--- src/rtl/fixed_divider_fsm_pkg.sv ---
// Shared constants, state encoding and Q-format width helpers for fixed_divider_fsm.
// Defining DIV_ROUND_EN adds one guard quotient bit for round-half-up results.
package fixed_divider_fsm_pkg;

  localparam int QM_DEFAULT = 10;
  localparam int QN_DEFAULT = 10;

  typedef enum logic [1:0] {
    ST_IDLE = 2'd0,
    ST_PREP = 2'd1,
    ST_DIV  = 2'd2,
    ST_FIN  = 2'd3
  } div_state_e;

`ifdef DIV_ROUND_EN
  localparam int GUARD_BITS = 1;
`else
  localparam int GUARD_BITS = 0;
`endif

  // Operand/result width of a signed Q m.n value.
  function automatic int q_width(input int m, input int n);
    return m + n;
  endfunction

  // Quotient bits produced by the divider: one per step, including any guard bit.
  function automatic int quo_width(input int m, input int n);
    return m + 2 * n + GUARD_BITS;
  endfunction

endpackage

--- src/rtl/fixed_divider_fsm.sv ---
// Multi-cycle signed Q M.N divider: restoring division, one quotient bit per cycle,
// saturating on overflow and divide-by-zero. DIV_ROUND_EN enables half-up rounding.
module fixed_divider_fsm
  import fixed_divider_fsm_pkg::*;
#(
  parameter int M = QM_DEFAULT,
  parameter int N = QN_DEFAULT
) (
  input  logic             i_clk,
  input  logic             i_reset_n,
  input  logic             i_start,
  input  logic [M+N-1:0]   i_num,
  input  logic [M+N-1:0]   i_den,
  input  logic             i_abs,
  output logic [M+N-1:0]   o_data,
  output logic             o_sat,
  output logic             o_busy,
  output logic             o_done,
  output logic [1:0]       o_state
);

  localparam int W  = q_width(M, N);
  localparam int QW = quo_width(M, N);
  localparam int CW = $clog2(QW);

  localparam logic [1:0] S_IDLE = ST_IDLE;
  localparam logic [1:0] S_PREP = ST_PREP;
  localparam logic [1:0] S_DIV  = ST_DIV;
  localparam logic [1:0] S_FIN  = ST_FIN;

  localparam logic [W-1:0]  MAX_POS  = {1'b0, {(W-1){1'b1}}};
  localparam logic [W-1:0]  MAX_NEG  = {1'b1, {(W-1){1'b0}}};
  localparam logic [CW-1:0] CNT_LAST = CW'(QW - 1);

  logic [1:0]    r_state;
  logic [W-1:0]  r_num;
  logic [W-1:0]  r_den;
  logic          r_abs;
  logic          r_sign;
  logic [W-1:0]  r_den_mag;
  logic [W-1:0]  r_rem;
  logic [QW-1:0] r_quo;
  logic [CW-1:0] r_cnt;
  logic [W-1:0]  r_data;
  logic          r_sat;
  logic          r_done;

  logic [W-1:0]  w_num_mag;
  logic [W-1:0]  w_den_mag;
  logic [W:0]    w_trial;
  logic [W:0]    w_diff;
  logic          w_fits;
  logic [QW-1:0] w_mag;
  logic [QW-1:0] w_limit;
  logic          w_neg;
  logic          w_ovf;
  logic          w_dz;
  logic [W-1:0]  w_res;

  // Magnitudes are W-bit unsigned, so -2^(W-1) maps cleanly to 2^(W-1).
  assign w_num_mag = r_num[W-1] ? (~r_num + W'(1)) : r_num;
  assign w_den_mag = r_den[W-1] ? (~r_den + W'(1)) : r_den;

  // The partial remainder stays below |den| <= 2^(W-1), so W+1 bits hold the trial.
  assign w_trial = {r_rem, r_quo[QW-1]};
  assign w_diff  = w_trial - {1'b0, r_den_mag};
  assign w_fits  = (w_trial >= {1'b0, r_den_mag});

`ifdef DIV_ROUND_EN
  assign w_mag = {1'b0, r_quo[QW-1:1]} + {{(QW-1){1'b0}}, r_quo[0]};
`else
  assign w_mag = r_quo;
`endif

  assign w_neg   = r_sign & ~r_abs;
  assign w_dz    = (r_den_mag == '0);
  assign w_limit = w_neg ? {{(QW-W){1'b0}}, MAX_NEG} : {{(QW-W){1'b0}}, MAX_POS};
  assign w_ovf   = (w_mag > w_limit);
  assign w_res   = w_neg ? (~w_mag[W-1:0] + W'(1)) : w_mag[W-1:0];

  always_ff @(posedge i_clk or negedge i_reset_n) begin
    if (!i_reset_n) begin
      r_state   <= S_IDLE;
      r_num     <= '0;
      r_den     <= '0;
      r_abs     <= 1'b0;
      r_sign    <= 1'b0;
      r_den_mag <= '0;
      r_rem     <= '0;
      r_quo     <= '0;
      r_cnt     <= '0;
      r_data    <= '0;
      r_sat     <= 1'b0;
      r_done    <= 1'b0;
    end else begin
      r_done <= 1'b0;
      case (r_state)
        S_IDLE: begin
          if (i_start) begin
            r_num   <= i_num;
            r_den   <= i_den;
            r_abs   <= i_abs;
            r_state <= S_PREP;
          end
        end
        S_PREP: begin
          r_sign    <= r_num[W-1] ^ r_den[W-1];
          r_den_mag <= w_den_mag;
          r_rem     <= '0;
          r_quo     <= {w_num_mag, {(QW-W){1'b0}}};
          // Divide-by-zero spends two cycles in FIN so its latency is a fixed 3.
          if (r_den == '0) begin
            r_cnt   <= CW'(1);
            r_state <= S_FIN;
          end else begin
            r_cnt   <= CNT_LAST;
            r_state <= S_DIV;
          end
        end
        S_DIV: begin
          r_rem <= w_fits ? w_diff[W-1:0] : w_trial[W-1:0];
          r_quo <= {r_quo[QW-2:0], w_fits};
          if (r_cnt == '0) begin
            r_state <= S_FIN;
          end else begin
            r_cnt <= r_cnt - CW'(1);
          end
        end
        S_FIN: begin
          if (r_cnt != '0) begin
            r_cnt <= r_cnt - CW'(1);
          end else begin
            r_done  <= 1'b1;
            r_state <= S_IDLE;
            if (w_dz || w_ovf) begin
              r_data <= w_neg ? MAX_NEG : MAX_POS;
              r_sat  <= 1'b1;
            end else begin
              r_data <= w_res;
              r_sat  <= 1'b0;
            end
          end
        end
        default: r_state <= S_IDLE;
      endcase
    end
  end

  assign o_data  = r_data;
  assign o_sat   = r_sat;
  assign o_done  = r_done;
  assign o_busy  = (r_state != S_IDLE);
  assign o_state = r_state;

endmodule
--- config.mk ---
export PLATFORM = sky130hd
export DESIGN_NAME = fixed_divider_fsm
export DESIGN_NICKNAME = d
export VERILOG_FILES = /design/src/rtl/fixed_divider_fsm_pkg.sv /design/src/rtl/fixed_divider_fsm.sv
export SDC_FILE = /design/constraint.sdc
export NUM_CORES = 1
export LEC_CHECK = 0
export ABC_AREA = 0
export CORE_ASPECT_RATIO = 1.4
export CORE_UTILIZATION = 40
export CTS_CLUSTER_SIZE = 30
export DETAILED_ROUTE_END_ITERATION = 10
export PLACE_DENSITY = 0.63
export RECOVER_POWER = 100
export SYNTH_ARGS = -nofsm -noshare
export SYNTH_HDL_FRONTEND = slang
export SYNTH_SLANG_ARGS = --single-unit
--- constraint.sdc ---
create_clock -name i_clk -period 8.6 [get_ports i_clk]
set_clock_uncertainty 0.1 [all_clocks]
set_input_delay 2.15 -clock i_clk [delete_from_list [all_inputs] [get_ports i_clk]]
set_output_delay 2.15 -clock i_clk [all_outputs]
set_load 0.05 [all_outputs]
# ---- After elaboration in Yosys (flattened, before gate mapping)
# Index checks and enable logic that the tools add are counted.
dict set report totals {
  regBits 141
  latch_bits 0
  ram_bits 0
  romBits 0
  inputBits 44
  out_inout_bits 25
  elab_cells 68
  mem_count 0
}
dict set report op_classes {
  addsub 5
  n_mul 0
  div 0
  n_lt_le_gt_ge 2
  n_eq_ne 8
  n_shift 0
  muxes 21
  n_bitwise 7
  reduce_logical 13
}
# cell n
set op_table {}
lappend op_table {{20-bit 2-to-1 mux} 7}
lappend op_table {{20-bit by 1-bit adder with 20-bit output (second input constant)} 3}
lappend op_table {{20-bit NOT} 3}
lappend op_table {{30-bit one-hot mux with 2 select lines} 1}
lappend op_table {{20-bit logical NOT} 2}
lappend op_table {{20-bit one-hot mux with 2 select lines} 1}
lappend op_table {{30-bit by 20-bit > comparator with 1-bit output} 1}
lappend op_table {{21-bit by 20-bit >= comparator with 1-bit output} 1}
lappend op_table {{20-bit subtractor} 1}
lappend op_table {{5-bit 2-to-1 mux} 3}
lappend op_table {{5-bit one-hot mux with 3 select lines} 1}
lappend op_table {{2-bit inequality test (second input constant)} 5}
lappend op_table {{2-bit one-hot mux with 4 select lines} 1}
lappend op_table {{2-bit 2-to-1 mux} 3}
lappend op_table {{3-bit AND reduction} 2}
lappend op_table {{5-bit logical NOT} 1}
lappend op_table {{5-bit nonzero test} 1}
lappend op_table {{5-bit by 1-bit subtractor with 5-bit output (second input constant)} 1}
lappend op_table {{2-bit equality test (second input constant)} 2}
lappend op_table {{1-bit 2-to-1 mux} 4}
lappend op_table {{2-bit AND reduction} 2}
lappend op_table {{2-bit nonzero test} 2}
lappend op_table {{3-bit nonzero test} 1}
lappend op_table {{2-bit by 1-bit equality test with 1-bit output (second input constant)} 1}
lappend op_table {{other kinds (5)} 6}

# ---- Depth between registers and ports, before layout
# Gate-level depths: netlist of run 1.
dict set report depth {
  word_depth 6
  depth_mapped 14
  depth_no_buf 10
}

# ---- Worst setup path after synthesis of run 1
# Ideal clock, no wire load.
dict set report synth_path {
  kind {reg-to-output}
  startpoint {register r_state[1], in the netlist o_state[1]}
  endpoint {output o_busy}
  arrival_ns 1.417
  t_required_ns 6.350
  path_slack_ns 4.933
  stages_incl_launch_ff 4
  path_buffers 0
  cell_sequence {dfrtp_1 > inv_1 > ha_1 > inv_1}
}
dict set report synth_between {
  elab_chain_len 1
}
# element line
set synth_lines {}
lappend synth_lines {{start, declared} fixed_divider_fsm.sv:35} ;# logic [1:0] r_state;
lappend synth_lines {{start signal, assigned} fixed_divider_fsm.sv:83} ;# r_state <= S_IDLE;
lappend synth_lines {{start signal, assigned} fixed_divider_fsm.sv:103} ;# r_state <= S_PREP;
lappend synth_lines {{start signal, assigned} fixed_divider_fsm.sv:114} ;# r_state <= S_FIN;
lappend synth_lines {{2-bit nonzero test} fixed_divider_fsm.sv:152} ;# assign o_busy = (r_state != S_IDLE);
lappend synth_lines {{end, declared} fixed_divider_fsm.sv:17} ;# output logic o_busy,
# No other way between the ends.

# ---- Final worst setup path of run 1
dict set report layout_path {
  startpoint {register r_sign}
  endpoint {register r_data[13], in the netlist o_data[13]}
}
dict set report layout_between {
  elab_chain_len 5
  word_cells_on_any_way 7
  cone_classes {order compare: 1; mux: 4; bitwise: 1; reduce/logical: 1}
}
# element line
set layout_lines {}
lappend layout_lines {{start, declared} fixed_divider_fsm.sv:39} ;# logic r_sign;
lappend layout_lines {{start signal, assigned} fixed_divider_fsm.sv:107} ;# r_sign <= r_num[W-1] ^ r_den[W-1];
lappend layout_lines {{1-bit AND *} fixed_divider_fsm.sv:75} ;# assign w_neg = r_sign & ~r_abs;
lappend layout_lines {{20-bit 2-to-1 mux} {fixed_divider_fsm.sv:77, fixed_divider_fsm.sv:136}}
lappend layout_lines {{30-bit by 20-bit > comparator with 1-bit output} fixed_divider_fsm.sv:78} ;# assign w_ovf = (w_mag > w_limit);
lappend layout_lines {{1-bit logical OR} fixed_divider_fsm.sv:135} ;# if (w_dz || w_ovf) begin
lappend layout_lines {{20-bit 2-to-1 mux *} fixed_divider_fsm.sv:135}
lappend layout_lines {{end signal, assigned} fixed_divider_fsm.sv:136} ;# r_data <= w_neg ? MAX_NEG : MAX_POS;
lappend layout_lines {{end signal, assigned} fixed_divider_fsm.sv:139} ;# r_data <= w_res;
lappend layout_lines {{end, declared} fixed_divider_fsm.sv:44} ;# logic [W-1:0] r_data;
# Mark *: on every way between the ends. The rest lies on a longest branch, timed or not.
# A chain may end at the register's enable or synchronous reset.

==> flow_metrics.py, run 1 <==
metrics = {
    "worst_hold_path": {
        "whs_path_depth": 2,
        "worstHoldStart": "o_data[9]",
        "hold_end": "o_data[9]",
        "hp-class": "register to register",
    },
    "yosys": {
        "synthAdderAreaFrac_pct": 4.79,
        "syn_area_per_cell_sq_um": 9.18,
        "synth.top_cell.area_share_pct": 40.2,
        "synth.area.top_cells": "dfrtp_1, mux2_2, ha_1",
        "ys.flop_type": "dfrtp_1",
        "synth.cell_area_sq_um": 8780,
        "synthXorXnorAreaFrac_pct": 4.89,
        "syn_nets": 1034,
        "synth.distinct_cells": 75,
        "post-synth-top-area-cell": "dfrtp_1",
        "syn-instance-count": 957,
        "synth_mux_area_share_pct": 8.55,
        "synth-compound-area-share_pct": 20.3,
        "ys_async_sr_fraction_pct": 100,
        "yosys_warnings": 0,
        "synth_edf_count": 0,
        "synth_top_family_by_area": "compound AO/OA/AOI/OAI gates",
        "synthSimpleGateAreaFrac_pct": 15.7,
        "synth_seq_cells": 141,
        "yosysSeqAreaShare_pct": 40.2,
    },
    "critical_path": {
        "worstSetupStartpoint": "r_sign",
        "cp.arrival_ps": 5550,
        "critPathKind": "register to register",
        "r2r_cells": 12,
        "path_max_fanout": 38,
        "reg2reg_from": "r_sign",
        "start_kind": "register",
        "required_ps": 8740,
        "cp-end-kind": "register",
        "worst-r2r-setup-slack_ps": 3180,
        "reg2reg_to": "o_data[13]",
    },
    "drt": {
        "met2_length_mm": 10.1,
        "wl_met1_mm": 8.76,
        "vias": 7032,
        "postRouteAntennaNets": 0,
        "drt-initial-drc-count": 403,
        "wl_met3_microns": 556,
        "dr.max_layer_used": "met4",
        "wire_per_inst_microns": 15.4,
        "finalWirelength_mm": 20.0,
        "drc": 0,
        "dr.pass1.iters": 5,
        "vias_per_cell": 5.41,
    },
    "sta": {
        "finalMaxSlewViolations": 350,
        "tns_ps": 0,
        "fin_ws_ps": 3180,
        "clock.fmax_mhz": 185,
        "finalHoldViolations": 0,
        "whs_ps": 371,
        "post-route-period-util_pct": 63.0,
        "relSlewSlack_pct": -116,
        "rsz0062_at_grt": "false",
        "period_needed_ps": 5420,
        "tightest_slew_ps": 3240,
        "setup_viol": 0,
    },
    "finish": {
        "final_area_sq_um": 10300,
        "nFillCells": 2060,
        "finalNetCount": 1071,
        "num_antenna_cells": 0,
        "final_cells": 1299,
        "area_growth_pct": 16.8,
        "drive_gt1_share_pct": 11.6,
        "utilization_pct": 48.0,
    },
    "clocking": {
        "cts_max_level": 4,
        "clk_latency_ps": 430,
        "cts_resized": 0,
        "postCtsSetupBuffers": 0,
        "hold_buffers": 0,
        "cts_buffer_depth": 2,
        "clock-sinks": 141,
        "path_clk_slew_ps": 60,
        "cts_buffers": 17,
        "cts_tree": "built",
        "clockRootBuffer": "clkbuf_16",
    },
    "grt": {
        "grt_pass1_wl_mm": 33.9,
        "grt_pass1_vias": 6897,
        "grt_usage_pct": 18.9,
        "grt_overflow": 0,
        "antenna_found_initial": 0,
        "grt_max_degree": 97,
    },
    "place": {
        "routabilityCongestion": 0.879,
        "placedCellCount": 1267,
        "dp.final_hpwl_mm": 13.9,
        "placedInstanceArea_sq_um": 9640,
        "dp_slack_ps": 4570,
        "portBuffers": 68,
    },
    "die": {
        "num_io_pins": 69,
        "die_x_microns": 127,
        "start_util_pct": 41.1,
        "core_sq_um": 21400,
        "die_h_microns": 177,
        "die_area_sq_um": 22600,
        "rows": 63,
    },
    "run_status": {
        "status": "finished with violations",
        "violations": "capacitance limit, slew limit",
    },
    "pwr": {
        "ir_drop_mv": 0.655,
        "leakage_nw": 4.40,
        "p_per_area_nw_per_um2": 375,
        "power_mw": 3.85,
    },
    "flow_run": {
        "maxCapViolCount": 7,
    },
}
==> logic make-up (layout without fill, tap and decap cells) <==
kind of cell	after synthesis	in the layout
xor+xnor	49	49
fa+ha+maj	33	33
simple gates	284	284
flops	141	141
buf+inv	120	170
mux	67	67
compound gates	263	263
==> cells in the final DEF (no fill, tap or decap), types with 13 or more instances in the layout <==
cell type        synthesis  layout
xnor2_1                 13      13
nand3_1                 31      31
dlygate4sd3_1            0      26
nand2b_1                18      18
mux2_2                  60      60
o21ai_0                 36      50
inv_1                   60      60
o211ai_1                16      16
clkdlybuf4s50_1          0      41
nand2_1                 96      96
xor2_1                  36      36
dfrtp_1                141     141
clkbuf_16                0      17
a21oi_1                 65      65
o31ai_1                 16      18
o21ai_1                 30      16
nor3_1                  17      17
a21o_1                  15      15
nor2_1                  56      56
ha_1                    32      31
==> critical path, cell delays in order, from the launching register on <==
cell      delay [ps]
dfrtp_1          430
nor2b_1          150
clkbuf_1         600
clkinv_1         550
clkbuf_1         520
ha_1             460
o211ai_1          90
nand3b_1         130
a311o_1          300
a21boi_0         190
clkbuf_1        1230
nor3b_1          380
o31ai_2           80
==> state kept, by name, indices dropped and copies added (netlist names) <==
signal / count
r_den_mag: 20
r_den: 20
r_num: 20
o_sat: 1
r_rem: 20
o_state: 2
o_data: 20
r_quo: 30
r_abs: 1
o_done: 1
r_sign: 1
r_cnt: 5
==> area by class of cell <==
type	instances	area (sq um)	share of cell area, %
Inverter	62	233	2.27
Multi-Input combinational cell	696	4750	46.3
Sequential cell	141	3530	34.4
Clock inverter	15	245	2.39
Tap cell	292	365	3.56
Timing Repair Buffer	76	712	6.94
Clock buffer	17	425	4.15
==> power breakdown <==
part	total, mW	leakage (nW)	switching, mW	internal, mW
combinational	1.78	2.40	1.03	0.751
clock	0.837	0.323	0.293	0.543
sequential	1.24	1.68	0.300	0.936
total	3.85	4.40	1.62	2.23
==> synth_stat cells (10+ instances only) <==
cell type and number:
a21o_1 15, a21oi_1 65, clkbuf_1 39, dfrtp_1 141, ha_1 32, inv_1 60
mux2_2 60, nand2_1 96, nand2b_1 18, nand3_1 31, nand4_1 10, nor2_1 56
nor3_1 17, nor4_1 10, o211ai_1 16, o21ai_0 36, o21ai_1 30, o31ai_1 16
xnor2_1 13, xor2_1 36
==> routing by layer <==
metal	GRT usage (%)	vias up
met3	2.98	37
met5	0	-
met4	8.58	0
met2	33.3	153
li1	-	3526
met1	22.7	3316
==> worst max-delay path by stage <==
stage / to / slack (ps) / cells after the start
finish: o_data[13] / 3180 / 12
global route: o_data[13] / 2690 / 12
CTS: o_busy / 4230 / 4
detailed placement: r_num[19] / 4570 / 3
global placement: r_num[6] / 4600 / 3
floorplan: o_busy / 4930 / 3
No activity file was read; power rests on OpenSTA's default activity.
==> run 2: changes to the inputs <==
- PLACE_DENSITY: 0.63 -> 0.66
- clock period: 8.6 -> 4.7 ns (I/O delays scaled with it)
==> flow_metrics.py, run 2 (same netlist as run 1, synthesis figures left out) <==
metrics = {
    "critical_path": {
        "r2r_cells": 9,
        "cp-end-kind": "register",
        "critPathKind": "register to register",
        "start_kind": "register",
        "reg2reg_from": "r_den_mag[12]",
        "cp.arrival_ps": 3930,
        "reg2reg_to": "r_rem[5]",
        "path_max_fanout": 12,
        "required_ps": 4900,
        "worst-r2r-setup-slack_ps": 970,
    },
    "clocking": {
        "path_clk_slew_ps": 60,
        "clockRootBuffer": "clkbuf_16",
        "cts_buffer_depth": 2,
        "clock-sinks": 141,
        "cts_max_level": 4,
        "cts_resized": 0,
        "cts_buffers": 17,
        "postCtsSetupBuffers": 0,
        "hold_buffers": 0,
        "cts_tree": "built",
        "clk_latency_ps": 420,
    },
    "grt": {
        "grt_usage_pct": 18.7,
        "grt_pass1_vias": 6955,
        "grt_overflow": 0,
        "grt_max_degree": 92,
        "grt_pass1_wl_mm": 33.8,
        "antenna_found_initial": 0,
    },
    "pwr": {
        "intPower_mw": 3.85,
        "comb_power_share_pct": 47.7,
        "switchingPower_mw": 2.98,
        "swShare_pct": 43.6,
        "p_per_area_nw_per_um2": 671,
        "clock_power_share_pct": 19.3,
        "ir_drop_mv": 0.474,
        "leakage_nw": 4.36,
        "seqPwrFrac_pct": 33.1,
    },
    "worst_hold_path": {
        "whs_path_depth": 2,
        "hold_end": "o_data[5]",
        "worstHoldStart": "o_data[5]",
        "hp-class": "register to register",
    },
    "place": {
        "dp.final_hpwl_mm": 14.2,
        "portBuffers": 68,
        "placedInstanceArea_sq_um": 9650,
        "routabilityCongestion": 0.919,
    },
    "finish": {
        "mostFrequentLayoutCells": "dfrtp_1, nand2_1, a21oi_1",
        "area_growth_pct": 15.9,
        "final_common_cell": "dfrtp_1",
        "largest_reg_flops": 30,
        "num_antenna_cells": 0,
        "top_register": "r_quo",
        "drive_gt1_share_pct": 11.8,
        "finalNetCount": 1072,
        "final_area_sq_um": 10200,
    },
    "die": {
        "die_area_sq_um": 22600,
        "core_sq_um": 21400,
        "die_h_microns": 177,
        "start_util_pct": 41.1,
        "rows": 63,
        "die_x_microns": 127,
        "num_io_pins": 69,
    },
    "drt": {
        "dr.pass1.iters": 5,
        "vias_per_cell": 5.52,
        "postRouteAntennaNets": 0,
        "wire_per_inst_microns": 15.5,
        "vias": 7176,
        "finalWirelength_mm": 20.1,
        "drt-initial-drc-count": 530,
        "drc": 0,
    },
    "sta": {
        "period_needed_ps": 3730,
        "rsz0062_at_grt": "false",
        "relSlewSlack_pct": -58.9,
        "tns_ps": 0,
        "clock.fmax_mhz": 268,
        "setup_viol": 0,
        "post-route-period-util_pct": 79.3,
        "tightest_slew_ps": 2380,
        "finalMaxSlewViolations": 221,
        "finalHoldViolations": 0,
    },
    "run_status": {
        "violations": "capacitance limit, slew limit",
        "status": "finished with violations",
    },
    "flow_run": {
        "maxCapViolCount": 4,
    },
}
## run 2: cell types whose count changed in the layout (fill, tap and decap cells not counted), sizes merged
cell      before  now
clkinvlp       2    3
bufinv         6    2
clkinv         8   10
clkbuf        25   24
buf            1    4
## run 2: cell type report
type                            count  area [sq um]
Inverter                           62           233
Timing Repair Buffer               77           727
Clock buffer                       18           429
Tap cell                          292           365
Sequential cell                   141          3530
Fill cell                        2038         11200
Multi-Input combinational cell    696          4750
Clock inverter                     14           146
## run 2: worst max-delay path by stage
stage | cells past startpoint | end | slack, ps | start
3_3_place_gp | 9 | r_rem[10] | 1270 | r_den_mag[3]
5_1_grt | 9 | r_rem[16] | 660 | r_den_mag[12]
6_report | 9 | r_rem[5] | 970 | r_den_mag[12]
4_1_cts | 4 | o_busy | 1250 | o_state[1]
3_5_place_dp | 9 | r_rem[2] | 1300 | r_den_mag[3]
2_1_floorplan | 14 | o_data[0] | 1700 | r_sign
## run 2: per-stage QoR
step | std cells | setup WS [ps] | util (%) | hold slack [ps] | power [mW]
4_1_cts | 1300 | 1250 | 47.9 | 388 | 6.94
2_1_floorplan | 957 | 1700 | - | 362 | 4.75
3_5_place_dp | 1268 | 1300 | 45.2 | 374 | 5.60
6_report | 1300 | 974 | 47.6 | 369 | 6.83
5_1_grt | 1300 | 659 | 47.6 | 389 | 7.34
3_3_place_gp | 1268 | 1270 | 45.2 | 369 | 5.54
## run 2: worst max-delay path, cell delays in order (launching register included)
cell and delay, ps:
dfrtp_1 420, inv_1 80, ha_1 400, a21oi_1 410, clkinv_1 200, o211ai_1 190
a21boi_0 130, o31ai_1 700, nand2_1 540, o311ai_0 420
## run 2: layer usage
metal  share of wire [%]  global-route usage [%]  up-vias
li1                    -                       -     3517
met1                  44                    22.7     3461
met2                  50                    32.4      159
met3                 3.0                    2.95       39
met4                 3.2                    8.78        0
met5                   0                       0        -
## run 2: power groups by stage
stage / combinational (mW) / clock, mW / sequential, mW
2_1_floorplan: 2.34 / 0 / 2.41
5_1_grt: 3.61 / 1.39 / 2.34
4_1_cts: 3.34 / 1.34 / 2.26
3_3_place_gp: 3.29 / 0 / 2.25
3_5_place_dp: 3.32 / 0 / 2.28
6_report: 3.25 / 1.31 / 2.26
